[src/rtl/stack_pkg.sv]
// Shared types and sizing for the return-stack sequencer.
// Requester IDs double as the RetDst encoding.
package stack_pkg;
  localparam int DATA_W = 12;
  localparam int DEPTH  = 8;
  localparam int CNT_W  = $clog2(DEPTH + 1);

  typedef enum logic [2:0] {
    IDLE,
    PUSH,
    POP,
    POP_WAIT,
    RET
  } state_t;

  localparam logic REQ_CORE = 1'b0;
  localparam logic REQ_INT  = 1'b1;
endpackage

[src/rtl/stack_if.sv]
// Request, return and stack-side signals of the stack sequencer.
// slave is the sequencer side, master the surrounding logic.
interface stack_if;
  import stack_pkg::*;

  logic              CallReq;
  logic [DATA_W-1:0] CallAddr;
  logic              RetReq;
  logic              CoreGnt;
  logic              IntReq;
  logic [DATA_W-1:0] IntAddr;
  logic              RetfieReq;
  logic              IntGnt;
  logic [DATA_W-1:0] RetAddr;
  logic              RetValid;
  logic              RetDst;
  logic              StkPushEnbl;
  logic              StkPopEnbl;
  logic [DATA_W-1:0] StkPushData;
  logic [DATA_W-1:0] StkPopData;
  logic              StkFull;
  logic [CNT_W-1:0]  Count;
  logic              Busy;
  logic              Overflow;
  logic              Underflow;
  logic              ErrClr;

  modport slave (
    input  CallReq, CallAddr, RetReq,
    input  IntReq, IntAddr, RetfieReq,
    input  StkPopData, StkFull, ErrClr,
    output CoreGnt, IntGnt,
    output RetAddr, RetValid, RetDst,
    output StkPushEnbl, StkPopEnbl, StkPushData,
    output Count, Busy, Overflow, Underflow
  );

  modport master (
    output CallReq, CallAddr, RetReq,
    output IntReq, IntAddr, RetfieReq,
    output StkPopData, StkFull, ErrClr,
    input  CoreGnt, IntGnt,
    input  RetAddr, RetValid, RetDst,
    input  StkPushEnbl, StkPopEnbl, StkPushData,
    input  Count, Busy, Overflow, Underflow
  );
endinterface

[src/rtl/stack_arb.sv]
// Fixed-priority arbiter: interrupt over core,
// push over pop within a requester.
module stack_arb
  import stack_pkg::*;
(
  input  logic call_req,
  input  logic ret_req,
  input  logic int_req,
  input  logic retfie_req,
  output logic valid,
  output logic id,
  output logic push
);
  logic int_any;
  logic core_any;

  assign int_any  = int_req | retfie_req;
  assign core_any = call_req | ret_req;

  assign valid = int_any | core_any;
  assign id    = int_any ? REQ_INT : REQ_CORE;
  assign push  = int_any ? int_req : call_req;
endmodule

[src/rtl/stack_ctrl.sv]
// Return-stack sequencer: arbitrates push/pop commands, drives
// the stack enables, captures popped addresses, tracks occupancy.
module stack_ctrl
  import stack_pkg::*;
(
  input  logic Clk,
  input  logic Reset,
  stack_if.slave bus
);
  state_t state_q, state_d;

  logic              arb_valid, arb_id, arb_push;
  logic              full;
  logic [CNT_W-1:0]  cnt_q, cnt_d;
  logic              ovf_q, unf_q, ovf_set, unf_set;
  logic              owner_q, owner_d;
  logic              pop_ok_q, pop_ok_d;
  logic              core_gnt_q, core_gnt_d;
  logic              int_gnt_q, int_gnt_d;
  logic              push_en_q, push_en_d;
  logic              pop_en_q, pop_en_d;
  logic [DATA_W-1:0] push_data_q, push_data_d;
  logic [DATA_W-1:0] ret_addr_q, ret_addr_d;
  logic              ret_valid_q, ret_valid_d;
  logic              ret_dst_q, ret_dst_d;
  logic              busy_q, busy_d;

  stack_arb u_arb (
    .call_req   (bus.CallReq),
    .ret_req    (bus.RetReq),
    .int_req    (bus.IntReq),
    .retfie_req (bus.RetfieReq),
    .valid      (arb_valid),
    .id         (arb_id),
    .push       (arb_push)
  );

  assign full = (cnt_q == CNT_W'(DEPTH)) || bus.StkFull;

  always_comb begin
    state_d     = state_q;
    cnt_d       = cnt_q;
    ovf_set     = 1'b0;
    unf_set     = 1'b0;
    owner_d     = owner_q;
    pop_ok_d    = pop_ok_q;
    core_gnt_d  = 1'b0;
    int_gnt_d   = 1'b0;
    push_en_d   = 1'b0;
    pop_en_d    = 1'b0;
    push_data_d = push_data_q;
    ret_addr_d  = ret_addr_q;
    ret_valid_d = 1'b0;
    ret_dst_d   = ret_dst_q;
    unique case (state_q)
      IDLE: begin
        if (arb_valid) begin
          owner_d    = arb_id;
          core_gnt_d = (arb_id == REQ_CORE);
          int_gnt_d  = (arb_id == REQ_INT);
          if (arb_push) begin
            state_d     = PUSH;
            push_en_d   = !full;
            push_data_d = arb_id ? bus.IntAddr : bus.CallAddr;
          end else begin
            state_d  = POP;
            pop_ok_d = (cnt_q != '0);
            pop_en_d = (cnt_q != '0);
          end
        end
      end
      PUSH: begin
        state_d = IDLE;
        if (push_en_q) cnt_d = cnt_q + CNT_W'(1);
        else           ovf_set = 1'b1;
      end
      POP: begin
        state_d = POP_WAIT;
        if (pop_en_q) cnt_d = cnt_q - CNT_W'(1);
        else          unf_set = 1'b1;
      end
      POP_WAIT: begin
        state_d     = RET;
        ret_valid_d = 1'b1;
        ret_dst_d   = owner_q;
        ret_addr_d  = pop_ok_q ? bus.StkPopData : '0;
      end
      RET:     state_d = IDLE;
      default: state_d = IDLE;
    endcase
    busy_d = (state_d != IDLE);
  end

  always_ff @(posedge Clk or negedge Reset) begin
    if (!Reset) begin
      state_q     <= IDLE;
      cnt_q       <= '0;
      ovf_q       <= 1'b0;
      unf_q       <= 1'b0;
      owner_q     <= REQ_CORE;
      pop_ok_q    <= 1'b0;
      core_gnt_q  <= 1'b0;
      int_gnt_q   <= 1'b0;
      push_en_q   <= 1'b0;
      pop_en_q    <= 1'b0;
      push_data_q <= '0;
      ret_addr_q  <= '0;
      ret_valid_q <= 1'b0;
      ret_dst_q   <= 1'b0;
      busy_q      <= 1'b0;
    end else begin
      state_q     <= state_d;
      cnt_q       <= cnt_d;
      // A new error wins over a simultaneous clear
      ovf_q       <= ovf_set | (ovf_q & ~bus.ErrClr);
      unf_q       <= unf_set | (unf_q & ~bus.ErrClr);
      owner_q     <= owner_d;
      pop_ok_q    <= pop_ok_d;
      core_gnt_q  <= core_gnt_d;
      int_gnt_q   <= int_gnt_d;
      push_en_q   <= push_en_d;
      pop_en_q    <= pop_en_d;
      push_data_q <= push_data_d;
      ret_addr_q  <= ret_addr_d;
      ret_valid_q <= ret_valid_d;
      ret_dst_q   <= ret_dst_d;
      busy_q      <= busy_d;
    end
  end

  assign bus.CoreGnt     = core_gnt_q;
  assign bus.IntGnt      = int_gnt_q;
  assign bus.StkPushEnbl = push_en_q;
  assign bus.StkPopEnbl  = pop_en_q;
  assign bus.StkPushData = push_data_q;
  assign bus.RetAddr     = ret_addr_q;
  assign bus.RetValid    = ret_valid_q;
  assign bus.RetDst      = ret_dst_q;
  assign bus.Count       = cnt_q;
  assign bus.Busy        = busy_q;
  assign bus.Overflow    = ovf_q;
  assign bus.Underflow   = unf_q;
endmodule
[src/flat_wrapper.sv]
// flat-port wrapper written by rule: the top's interface ports become plain ports
module stack_ctrl_flat import stack_pkg::*;
  (Clk, Reset, bus_CallReq, bus_CallAddr, bus_RetReq, bus_IntReq, bus_IntAddr, bus_RetfieReq, bus_StkPopData, bus_StkFull, bus_ErrClr, bus_CoreGnt, bus_IntGnt, bus_RetAddr, bus_RetValid, bus_RetDst, bus_StkPushEnbl, bus_StkPopEnbl, bus_StkPushData, bus_Count, bus_Busy, bus_Overflow, bus_Underflow);
  stack_if bus_i ();
  input  logic Clk;
  input  logic Reset;
  input wire logic [$bits(bus_i.CallReq)-1:0] bus_CallReq;
  input wire logic [$bits(bus_i.CallAddr)-1:0] bus_CallAddr;
  input wire logic [$bits(bus_i.RetReq)-1:0] bus_RetReq;
  input wire logic [$bits(bus_i.IntReq)-1:0] bus_IntReq;
  input wire logic [$bits(bus_i.IntAddr)-1:0] bus_IntAddr;
  input wire logic [$bits(bus_i.RetfieReq)-1:0] bus_RetfieReq;
  input wire logic [$bits(bus_i.StkPopData)-1:0] bus_StkPopData;
  input wire logic [$bits(bus_i.StkFull)-1:0] bus_StkFull;
  input wire logic [$bits(bus_i.ErrClr)-1:0] bus_ErrClr;
  output wire logic [$bits(bus_i.CoreGnt)-1:0] bus_CoreGnt;
  output wire logic [$bits(bus_i.IntGnt)-1:0] bus_IntGnt;
  output wire logic [$bits(bus_i.RetAddr)-1:0] bus_RetAddr;
  output wire logic [$bits(bus_i.RetValid)-1:0] bus_RetValid;
  output wire logic [$bits(bus_i.RetDst)-1:0] bus_RetDst;
  output wire logic [$bits(bus_i.StkPushEnbl)-1:0] bus_StkPushEnbl;
  output wire logic [$bits(bus_i.StkPopEnbl)-1:0] bus_StkPopEnbl;
  output wire logic [$bits(bus_i.StkPushData)-1:0] bus_StkPushData;
  output wire logic [$bits(bus_i.Count)-1:0] bus_Count;
  output wire logic [$bits(bus_i.Busy)-1:0] bus_Busy;
  output wire logic [$bits(bus_i.Overflow)-1:0] bus_Overflow;
  output wire logic [$bits(bus_i.Underflow)-1:0] bus_Underflow;
  assign bus_i.CallReq = bus_CallReq;
  assign bus_i.CallAddr = bus_CallAddr;
  assign bus_i.RetReq = bus_RetReq;
  assign bus_i.IntReq = bus_IntReq;
  assign bus_i.IntAddr = bus_IntAddr;
  assign bus_i.RetfieReq = bus_RetfieReq;
  assign bus_i.StkPopData = bus_StkPopData;
  assign bus_i.StkFull = bus_StkFull;
  assign bus_i.ErrClr = bus_ErrClr;
  assign bus_CoreGnt = bus_i.CoreGnt;
  assign bus_IntGnt = bus_i.IntGnt;
  assign bus_RetAddr = bus_i.RetAddr;
  assign bus_RetValid = bus_i.RetValid;
  assign bus_RetDst = bus_i.RetDst;
  assign bus_StkPushEnbl = bus_i.StkPushEnbl;
  assign bus_StkPopEnbl = bus_i.StkPopEnbl;
  assign bus_StkPushData = bus_i.StkPushData;
  assign bus_Count = bus_i.Count;
  assign bus_Busy = bus_i.Busy;
  assign bus_Overflow = bus_i.Overflow;
  assign bus_Underflow = bus_i.Underflow;
  stack_ctrl u_core (.Clk(Clk), .Reset(Reset), .bus(bus_i));
endmodule
[config.mk]
export PLATFORM = sky130hd
export DESIGN_NAME = stack_ctrl_flat
export DESIGN_NICKNAME = d
export VERILOG_FILES = /design/src/rtl/stack_pkg.sv /design/src/rtl/stack_if.sv /design/src/rtl/stack_arb.sv /design/src/rtl/stack_ctrl.sv /design/src/flat_wrapper.sv
export SDC_FILE = /design/constraint.sdc
export NUM_CORES = 1
export LEC_CHECK = 0
export ABC_AREA = 1
export CORE_ASPECT_RATIO = 1.25
export CORE_MARGIN = 2
export CORE_UTILIZATION = 38
export CTS_CLUSTER_SIZE = 30
export DETAILED_ROUTE_END_ITERATION = 8
export GPL_TIMING_DRIVEN = 1
export PLACE_DENSITY_LB_ADDON = 0.15
export SYNTH_ARGS = -nofsm -noshare
export SYNTH_HDL_FRONTEND = slang
export SYNTH_HIERARCHICAL = 1
export SYNTH_SLANG_ARGS = --single-unit
export TNS_END_PERCENT = 5
[constraint.sdc]
create_clock -name Clk -period 1.4 [get_ports Clk]
set_input_delay 0.21 -clock Clk [delete_from_list [all_inputs] [get_ports Clk]]
set_output_delay 0.21 -clock Clk [all_outputs]
set_load 0.02 [all_outputs]
==> metrics.csv, run 1 <==
metric,value,unit
hold_path.class,in2async,
ys_ff_latch,42,
synth_top_cell_area_share,0.552,
cts_made_buffers,5,
place.gp.congestion,0.749,
layoutNonFillerInstCount,376,
final_nets,360,
worstSetupEndpointType,flip-flop,
drive_gt1_frac,0.196,
slew_headroom,0.710,
setup_viol,15,
required,1.62,ns
clock_latency,0.29,ns
diodes,0,
overflow,0,
cts_root_buf,clkbuf_8,
cts.sinks,42,
rows,28,
cp_max_fo,4,
violations,negative setup slack,
leakage,0.00155,uW
post-place-ws,-0.273,ns
drc,0,
hold-worst-slack,0.413,ns
status,"finished, violations left",
syn_inst,216,
cts_buffer_depth,2,
place_inst,365,
ys_top_cells_by_area,"dfrtp_1, nand2_1, nor2_1",
core,4760,um^2
synth_area,1900,um^2
grt_pass1_wl,7760,um
ir_worst_vdd,933,uV
routed_wl,4380,um
yosys_warnings,6,
drtIter0Drc,100,
syn2layout_area_growth,62.5,%
avgRoutedWirePerCell,11.7,um
cp.arrival,1.68,ns
rsz0062_at_grt,yes,
fin_skew,0.00436,ns
r2r_cells,9,
via_count,1738,
final_common_cell,nand2_1,
path_class,reg2reg,
die_area,5590,um^2
mostFrequentLayoutCells,"nand2_1, clkdlybuf4s50_1, dfrtp_1",
period_share,1.04,
fp.dieH,83.1,um
grt_pass1_vias,1837,
syn_area_per_cell,8.81,um^2
via_per_inst,4.62,
startpoint_type,flip-flop,
die_w,67.3,um
h-tree-depth,2,
ant_nets,0,
grt_max_degree,43,
cts_tree,yes,
power_density,2060,nW/um^2
maxCapViolations,0,
max_freq,0.689,GHz
hold_viol,0,
clkSlewWorstSetupHoldPaths,0.08,ns
ys_types,24,
first_pass_iters,4,
start_util,0.399,
worst_slew_pin_slew,0.435,ns
io_buffer_count,80,
final_max_slew_viol_count,0,
ios,81,
yosys.area.top_type,dfrtp_1,
dpl.hpwl,3210,um
period_minus_slack,1.45,ns
finalWorstSetupSlack,-0.0520,ns
yosysSeqAreaShare,0.552,
antenna_found_initial,0,
syn_nets,261,
track_usage,0.179,
-- timing repair --
item,4_1_cts,5_1_grt
pin swaps,3,6
hold buffers,1,0
buffers inserted,0,2
hold endpoints to repair,42,0
gates cloned,0,0
endpoints found under the setup margin,52,18
resized for setup,42,19
-- Yosys cell counts (all sizes together) --
library cell / count
a21oi: 1
buf: 3
xor2: 3
nor2: 35
nand2: 58
ha: 1
o31ai: 12
o21ai: 19
nor4: 2
nand3: 8
clkbuf: 6
dfrtp: 42
nand3b: 1
o211ai: 1
nor3: 1
inv: 23
-- where the power goes --
| part | switching (uW) | internal [uW] |
|---|---|---|
| clock network | 416 | 532 |
| logic | 1880 | 1490 |
| registers | 341 | 1720 |
-- final timing paths --
check / to / slack (ns) / startpoint
max in group asynchronous: u_core/bus.Count[3] / 0.77 / Reset
min in group Clk: u_core/bus.RetAddr[3] / 0.48 / u_core/bus.RetAddr[3]
min: u_core/bus.StkPushData[1] / 0.41 / Reset
max reg2reg: u_core/bus.Count[2] / -0.05 / u_core/state_q[2]
max: u_core/bus.Count[2] / -0.05 / u_core/state_q[2]
min reg2reg: u_core/bus.RetAddr[3] / 0.48 / u_core/bus.RetAddr[3]
-- metrics by stage --
step                area, um^2  TNS (ns)  power (uW)   util
CTS                       3010     -1.26        6230  0.631
floorplan                 1910         0        3890      -
detailed placement        2920     -3.48        5520  0.614
finish                    3090    -0.542        6380  0.649
global placement          2920     -2.41        5440  0.614
global route              3090     -2.10        6890  0.649
-- sequential cells by signal, summed over array words and instances, names as in the netlist --
| name | cells |
|---|---|
| u_core/bus.Busy | 1 |
| u_core/bus.CoreGnt | 1 |
| u_core/bus.Count | 4 |
| u_core/bus.IntGnt | 1 |
| u_core/bus.Overflow | 1 |
| u_core/bus.RetAddr | 12 |
| u_core/bus.RetDst | 1 |
| u_core/bus.RetValid | 1 |
| u_core/bus.StkPopEnbl | 1 |
| u_core/bus.StkPushData | 12 |
| u_core/bus.StkPushEnbl | 1 |
| u_core/bus.Underflow | 1 |
| u_core/owner_q | 1 |
| u_core/pop_ok_q | 1 |
| u_core/state_q | 3 |
-- layout make-up --
type,count,area (um^2)
Clock inverter,2,37.5
Inverter,23,86.3
Tap cell,60,75.1
Fill cell,440,1670
Clock buffer,6,72.6
Multi-Input combinational cell,142,810
Timing Repair Buffer,101,960
Sequential cell,42,1050
-- critical path, cell delays in order (launching register included) --
cell	delay, ns
dfrtp_1	0.42
nor2_4	0.23
nand3_2	0.13
nand2_2	0.09
inv_2	0.05
ha_4	0.14
inv_2	0.04
nand2_2	0.04
xor2_1	0.13
o21ai_1	0.12
-- per-layer routing --
metal | part of all wire | vias up | global-route usage | wire length (um)
li1 | - | 884 | - | -
met3 | 0.062 | 5 | 0.0488 | 273
met4 | 0.014 | 0 | 0.0668 | 61
met2 | 0.54 | 53 | 0.329 | 2360
met1 | 0.38 | 796 | 0.184 | 1690
met5 | 0 | - | 0 | 0
-- cell families (layout without fill, tap and decap cells) --
| family | count (synthesis) | count (layout) | synth area share |
|---|---|---|---|
| flops | 42 | 42 | 0.552 |
| xor+xnor | 3 | 3 | 0.0138 |
| simple gates | 105 | 105 | 0.239 |
| compound gates | 33 | 33 | 0.120 |
| fa+ha+maj | 1 | 1 | 0.00657 |
| buf+inv | 32 | 132 | 0.0690 |
Power figures use the tool's default switching activity.
==> run 2: changes to the inputs <==
--- a/config.mk
+++ b/config.mk
@@ -7,7 +7,7 @@
 export LEC_CHECK = 0
 export ABC_AREA = 1
 export CORE_ASPECT_RATIO = 1.25
-export CORE_MARGIN = 2
+export CORE_MARGIN = 3
 export CORE_UTILIZATION = 38
 export CTS_CLUSTER_SIZE = 30
 export DETAILED_ROUTE_END_ITERATION = 8
==> metrics.csv, run 2 (synthesis results as in run 1) <==
metric,value,unit
status,"finished, violations left",
violations,negative setup slack,
leakage,0.00164,uW
grt_pass1_vias,1646,
track_usage,0.159,
final_nets,361,
path_class,reg2reg,
ir_worst_vdd,920,uV
first_pass_iters,4,
setup_viol,14,
fin_skew,0.00675,ns
overflow,0,
hold_viol,0,
cp_max_fo,18,
hold_path.class,in2async,
period_minus_slack,1.47,ns
cts_made_buffers,5,
die_w,69.3,um
fin_area,3150,um^2
drc,0,
reg2reg_slack,-0.07,ns
syn2layout_area_growth,65.4,%
startpoint_type,flip-flop,
rsz0062_at_grt,yes,
via_count,1750,
dpl.hpwl,3330,um
required,1.56,ns
grt_max_degree,43,
mostFrequentLayoutCells,"nand2_1, clkdlybuf4s50_1, dfrtp_1",
cts_tree,yes,
grt_pass1_wl,7500,um
place_inst,364,
max_freq,0.680,GHz
worst_slew_pin_slew,0.427,ns
cts_root_buf,clkbuf_8,
avgRoutedWirePerCell,12.3,um
layoutNonFillerInstCount,377,
r2r_cells,9,
r2r-end,u_core/bus.StkPushData[10],
period_share,1.05,
antenna_found_initial,0,
drive_gt1_frac,0.208,
slew_headroom,0.716,
final_common_cell,nand2_1,
final_max_slew_viol_count,0,
die_area,5900,um^2
clkSlewWorstSetupHoldPaths,0.08,ns
r2r_start,u_core/state_q[2],
power_density,2090,nW/um^2
fillCellCount,437,
maxCapViolations,0,
cts_buffer_depth,2,
via_per_inst,4.64,
cp.arrival,1.63,ns
drtIter0Drc,81,
routed_wl,4630,um
worstSetupEndpointType,flip-flop,
io_buffer_count,80,
rows,28,
finalWorstSetupSlack,-0.0696,ns
fp.dieH,85.1,um
cts.sinks,42,
diodes,0,
core,4800,um^2
ant_nets,0,
ios,81,
clock_latency,0.28,ns
place.gp.congestion,0.739,
h-tree-depth,2,
crit_path_end,u_core/bus.StkPushData[10],
start_util,0.397,
dpl_cell_area,2920,um^2
crit_start,u_core/state_q[2],
-- run 2: cell count changes in the layout (fill, tap and decap cells not counted), moves of 2 or more --
| cell | change |
|---|---|
| buf_6 | +2 |
| o31ai_2 | +2 |
| dlymetal6s2s_1 | +7 |
| dlygate4sd2_1 | -7 |
| o31ai_1 | -2 |
-- run 2: per-layer routing --
metal | routed length [um] | vias to the layer above | GRT usage
li1 | - | 887 | -
met1 | 1940 | 810 | 0.190
met2 | 2330 | 51 | 0.261
met3 | 315 | 2 | 0.0581
met4 | 39 | 0 | 0.0586
met5 | 0 | - | 0
-- run 2: timing repair --
item                                    4_1_cts  5_1_grt
endpoints found under the hold margin        42        0
setup buffers                                 0        4
gates cloned                                  0        0
gates resized for setup                      38       31
endpoints found under the setup margin       52       26
hold buffers                                  1        0
pin swaps                                     2        6
-- run 2: worst max-delay path, stage by stage, from the launching register on --
cell and delay, ns:
dfrtp_1 0.41, nor2_4 0.22, nand2_2 0.11, nor2_4 0.10, inv_2 0.05, nor2_4 0.08
inv_2 0.06, buf_12 0.15, nand2_2 0.08, o31ai_4 0.07
-- run 2: cell type report --
cell class	instances	area (um^2)	area share
clock buffer	7	76.3	0.0242
clock inverter	1	30.0	0.00954
inverter	23	88.8	0.0282
multi-input combinational	142	826	0.262
sequential	42	1050	0.334
tap	60	75.1	0.0238
timing repair buffer	102	1000	0.318
-- run 2: where the power goes --
part           internal, uW  switching (uW)  total [uW]
Sequential             1720             357        2080
Combinational          1620            1960        3580
Clock                   533             378         912
-- run 2: how the worst min path moves through the flow --
stage	startpoint	to	slack, ns
floorplan	Reset	u_core/bus.Busy	-0.09
global placement	Reset	u_core/bus.StkPushData[5]	0.20
finish	Reset	u_core/bus.StkPushData[9]	0.42
global route	Reset	u_core/bus.StkPushData[9]	0.43
CTS	Reset	u_core/bus.StkPushData[9]	0.42
detailed placement	Reset	u_core/bus.StkPushData[5]	0.20
-- run 2: metrics by stage --
step                worst slack (ns)   util  hold slack [ns]  setup TNS (ns)  power (uW)
CTS                           -0.112  0.630            0.422           -1.19        6270
finish                       -0.0696  0.656            0.419          -0.568        6570
global route                  -0.159  0.656            0.428           -1.99        7080
global placement              -0.173  0.608            0.200           -2.15        5440
detailed placement            -0.284  0.608            0.201           -3.44        5540
floorplan                    0.00570      -          -0.0856               0        3890
==> patch, RTL diff (config.mk and constraints of run 2) <==
Take the reset off `push_data_q` and load it in a clocked block of its own.
--- a/src/rtl/stack_ctrl.sv
+++ b/src/rtl/stack_ctrl.sv
@@ -104,5 +104,4 @@
       push_en_q   <= 1'b0;
       pop_en_q    <= 1'b0;
-      push_data_q <= '0;
       ret_addr_q  <= '0;
       ret_valid_q <= 1'b0;
@@ -121,5 +120,4 @@
       push_en_q   <= push_en_d;
       pop_en_q    <= pop_en_d;
-      push_data_q <= push_data_d;
       ret_addr_q  <= ret_addr_d;
       ret_valid_q <= ret_valid_d;
@@ -127,4 +125,8 @@
       busy_q      <= busy_d;
     end
+  end
+
+  always_ff @(posedge Clk) begin
+    push_data_q <= push_data_d;
   end
 
Check against the original RTL: not equivalent (a bounded check fails within 4 cycles, from zero or initial values and one cycle with Reset low).
==> patch against run 2 <==
  * The flow still finishes with violations (negative setup slack)
  * Total power down 16%
  * Synthesized area shrank 2.7%
  * Sequential cell count is the same
  * Worst setup slack better by 0.027 ns
  * Sequential power down 4%
  * Cell area is 6.2% lower
  * Clock skew fell by 0.0013 ns
  * Combinational power is 23% lower
  * Via count decreased by 7.7%
  * Final cell count is 4.0% lower
  * Die area fell by 2.5%
  * Routed wire length is 5.1% lower
  * Highest routed layer unchanged
==> patch: results (changes against run 2) <==
status: "finished with violations"
failed_checks: "negative setup slack"
arrival_ns: 1.45  # -0.18 ns
setup_viol: 13  # -1
synth_common_cells: "79 x nand2_1, 30 x dfrtp_1, 20 x inv_1"
p_leak_nw: 1.48  # -9.7%
timing.rr.start: "u_core/state_q[0]$_DFF_PN0_"
grtUsageMet2_pct: 26.9  # +0.80 points
nets: 348  # -3.6%
grt.total_usage_pct: 16.2  # +0.37 points
ys_top_cells_by_area: "dfrtp_1 41%, edfxtp_1 19%, nand2_1 16%, o21ai_0 4.3%, inv_1 4.1%"
synth-edff-count: 12  # +12
yosysSeqAreaShare_pct: 60.0  # +4.8 points
drt_iter0_markers: 93  # +15%
wire_per_inst_microns: 12.1  # -1.1%
rr_worst_depth: 6  # -3
synth_xor_area_share_pct: 0.946  # -0.43 points
pre_cts_ws_ns: -0.260  # +0.0239 ns
antenna_found_initial: 0  # unchanged
vias: 1615  # -7.7%
worstPathMaxFanout: 12  # -6
fin_skew_ns: 0.00542  # -0.00133 ns
synth_nets: 247  # -5.4%
grt_first_pass_wirelength_mm: 7.18  # -4.2%
synth_cell_type_count: 26  # +8.3%
clock_latency_ns: 0.29
met3_usage_pct: 2.70  # -3.1 points
ir_worst_vdd_mv: 1.31  # +42%
synthAdderAreaFrac_pct: 0.676  # +0.018 points
grt_max_degree: 31  # -28%
relSlewSlack_pct: 72.3  # +0.72 points
whs_ns: 0.281  # -0.137 ns
fill_cells: 413  # -5.5%
use_met1_pct: 20.3  # +1.3 points
dp_hpwl_mm: 3.42  # +2.5%
drive_gt1_share_pct: 17.1  # -3.7 points
rr_endpoint: "u_core/bus.StkPushData[0]$_DFFE_PP_"
gp_congestion: 0.822  # +11%
fin_ws_ns: -0.0424  # +0.0273 ns
synthArstFlopShare_pct: 71.4  # -29 points
[patch: power by group]
group | switching [mW] | internal (mW) | total (mW)
Sequential | 0.282 | 1.72 | 2.00
Combinational | 1.56 | 1.20 | 2.76
Clock | 0.390 | 0.397 | 0.787
[patch: logic make-up (layout without fill, tap and decap cells)]
| kind of cell | count (synthesis) | in the layout |
|---|---|---|
| xor gates and xnor gates | 2 | 2 |
| AOI/OAI and AO/OA | 22 | 22 |
| buffers and inverters | 30 | 132 |
| and+or+nand+nor | 105 | 105 |
| DFF | 42 | 42 |
| adders and majority gates | 1 | 1 |
[patch: what timing repair did]
action | CTS | global route
setup buffers | 0 | 2
cloned | 0 | 0
resized for setup | 37 | 12
pin swaps | 0 | 6
setup endpoints to repair | 50 | 16
hold buffers | 0 | 0
[patch: per-stage QoR]
step | cell area, sq um | TNS [ns] | instances
3_5_place_dp | 2850 | -4.35 | 352
6_report | 2950 | -0.456 | 362
2_1_floorplan | 1850 | 0 | 202
4_1_cts | 2900 | -0.250 | 360
5_1_grt | 2950 | -1.93 | 362
3_3_place_gp | 2850 | -3.58 | 352
[patch: metal layers]
layer  wire length (microns)  vias up
met5                       0        -
met3                     294        7
met1                    1830      722
met4                      61        0
met2                    2210       49
li1                        -      837
[patch: how the worst max path moves through the flow]
stage                                            from                             endpoint  slack (ns)  cells past startpoint
final                     u_core/state_q[0]$_DFF_PN0_  u_core/bus.StkPushData[0]$_DFFE_PP_       -0.04                      6
after global routing      u_core/state_q[0]$_DFF_PN0_      u_core/bus.Count[2]$_DFFE_PN0P_       -0.13                      9
after CTS                 u_core/state_q[2]$_DFF_PN0_  u_core/bus.StkPushData[0]$_DFFE_PP_       -0.02                      6
after detailed placement                bus_RetfieReq  u_core/bus.StkPushData[3]$_DFFE_PP_       -0.26                      8
after global placement                  bus_RetfieReq  u_core/bus.StkPushData[3]$_DFFE_PP_       -0.22                      8
after floorplan           u_core/state_q[2]$_DFF_PN0_  u_core/bus.StkPushData[0]$_DFFE_PP_       0.004                      5
[patch: critical path, stage by stage (launching register included)]
cell and delay, ns:
dfrtp_1 0.42, nor2_4 0.20, nand2_2 0.10, nor2_4 0.12, inv_2 0.06, nor2_4 0.11, buf_12 0.15
[patch: final cells by class]
type / instances / area share (%)
clock buffers: 6 / 2.80
clock inverters: 2 / 0.381
inverters: 23 / 2.92
multi-input cells: 130 / 21.9
flip-flops and latches: 42 / 37.6
well taps: 58 / 2.46
repair buffers: 101 / 31.9
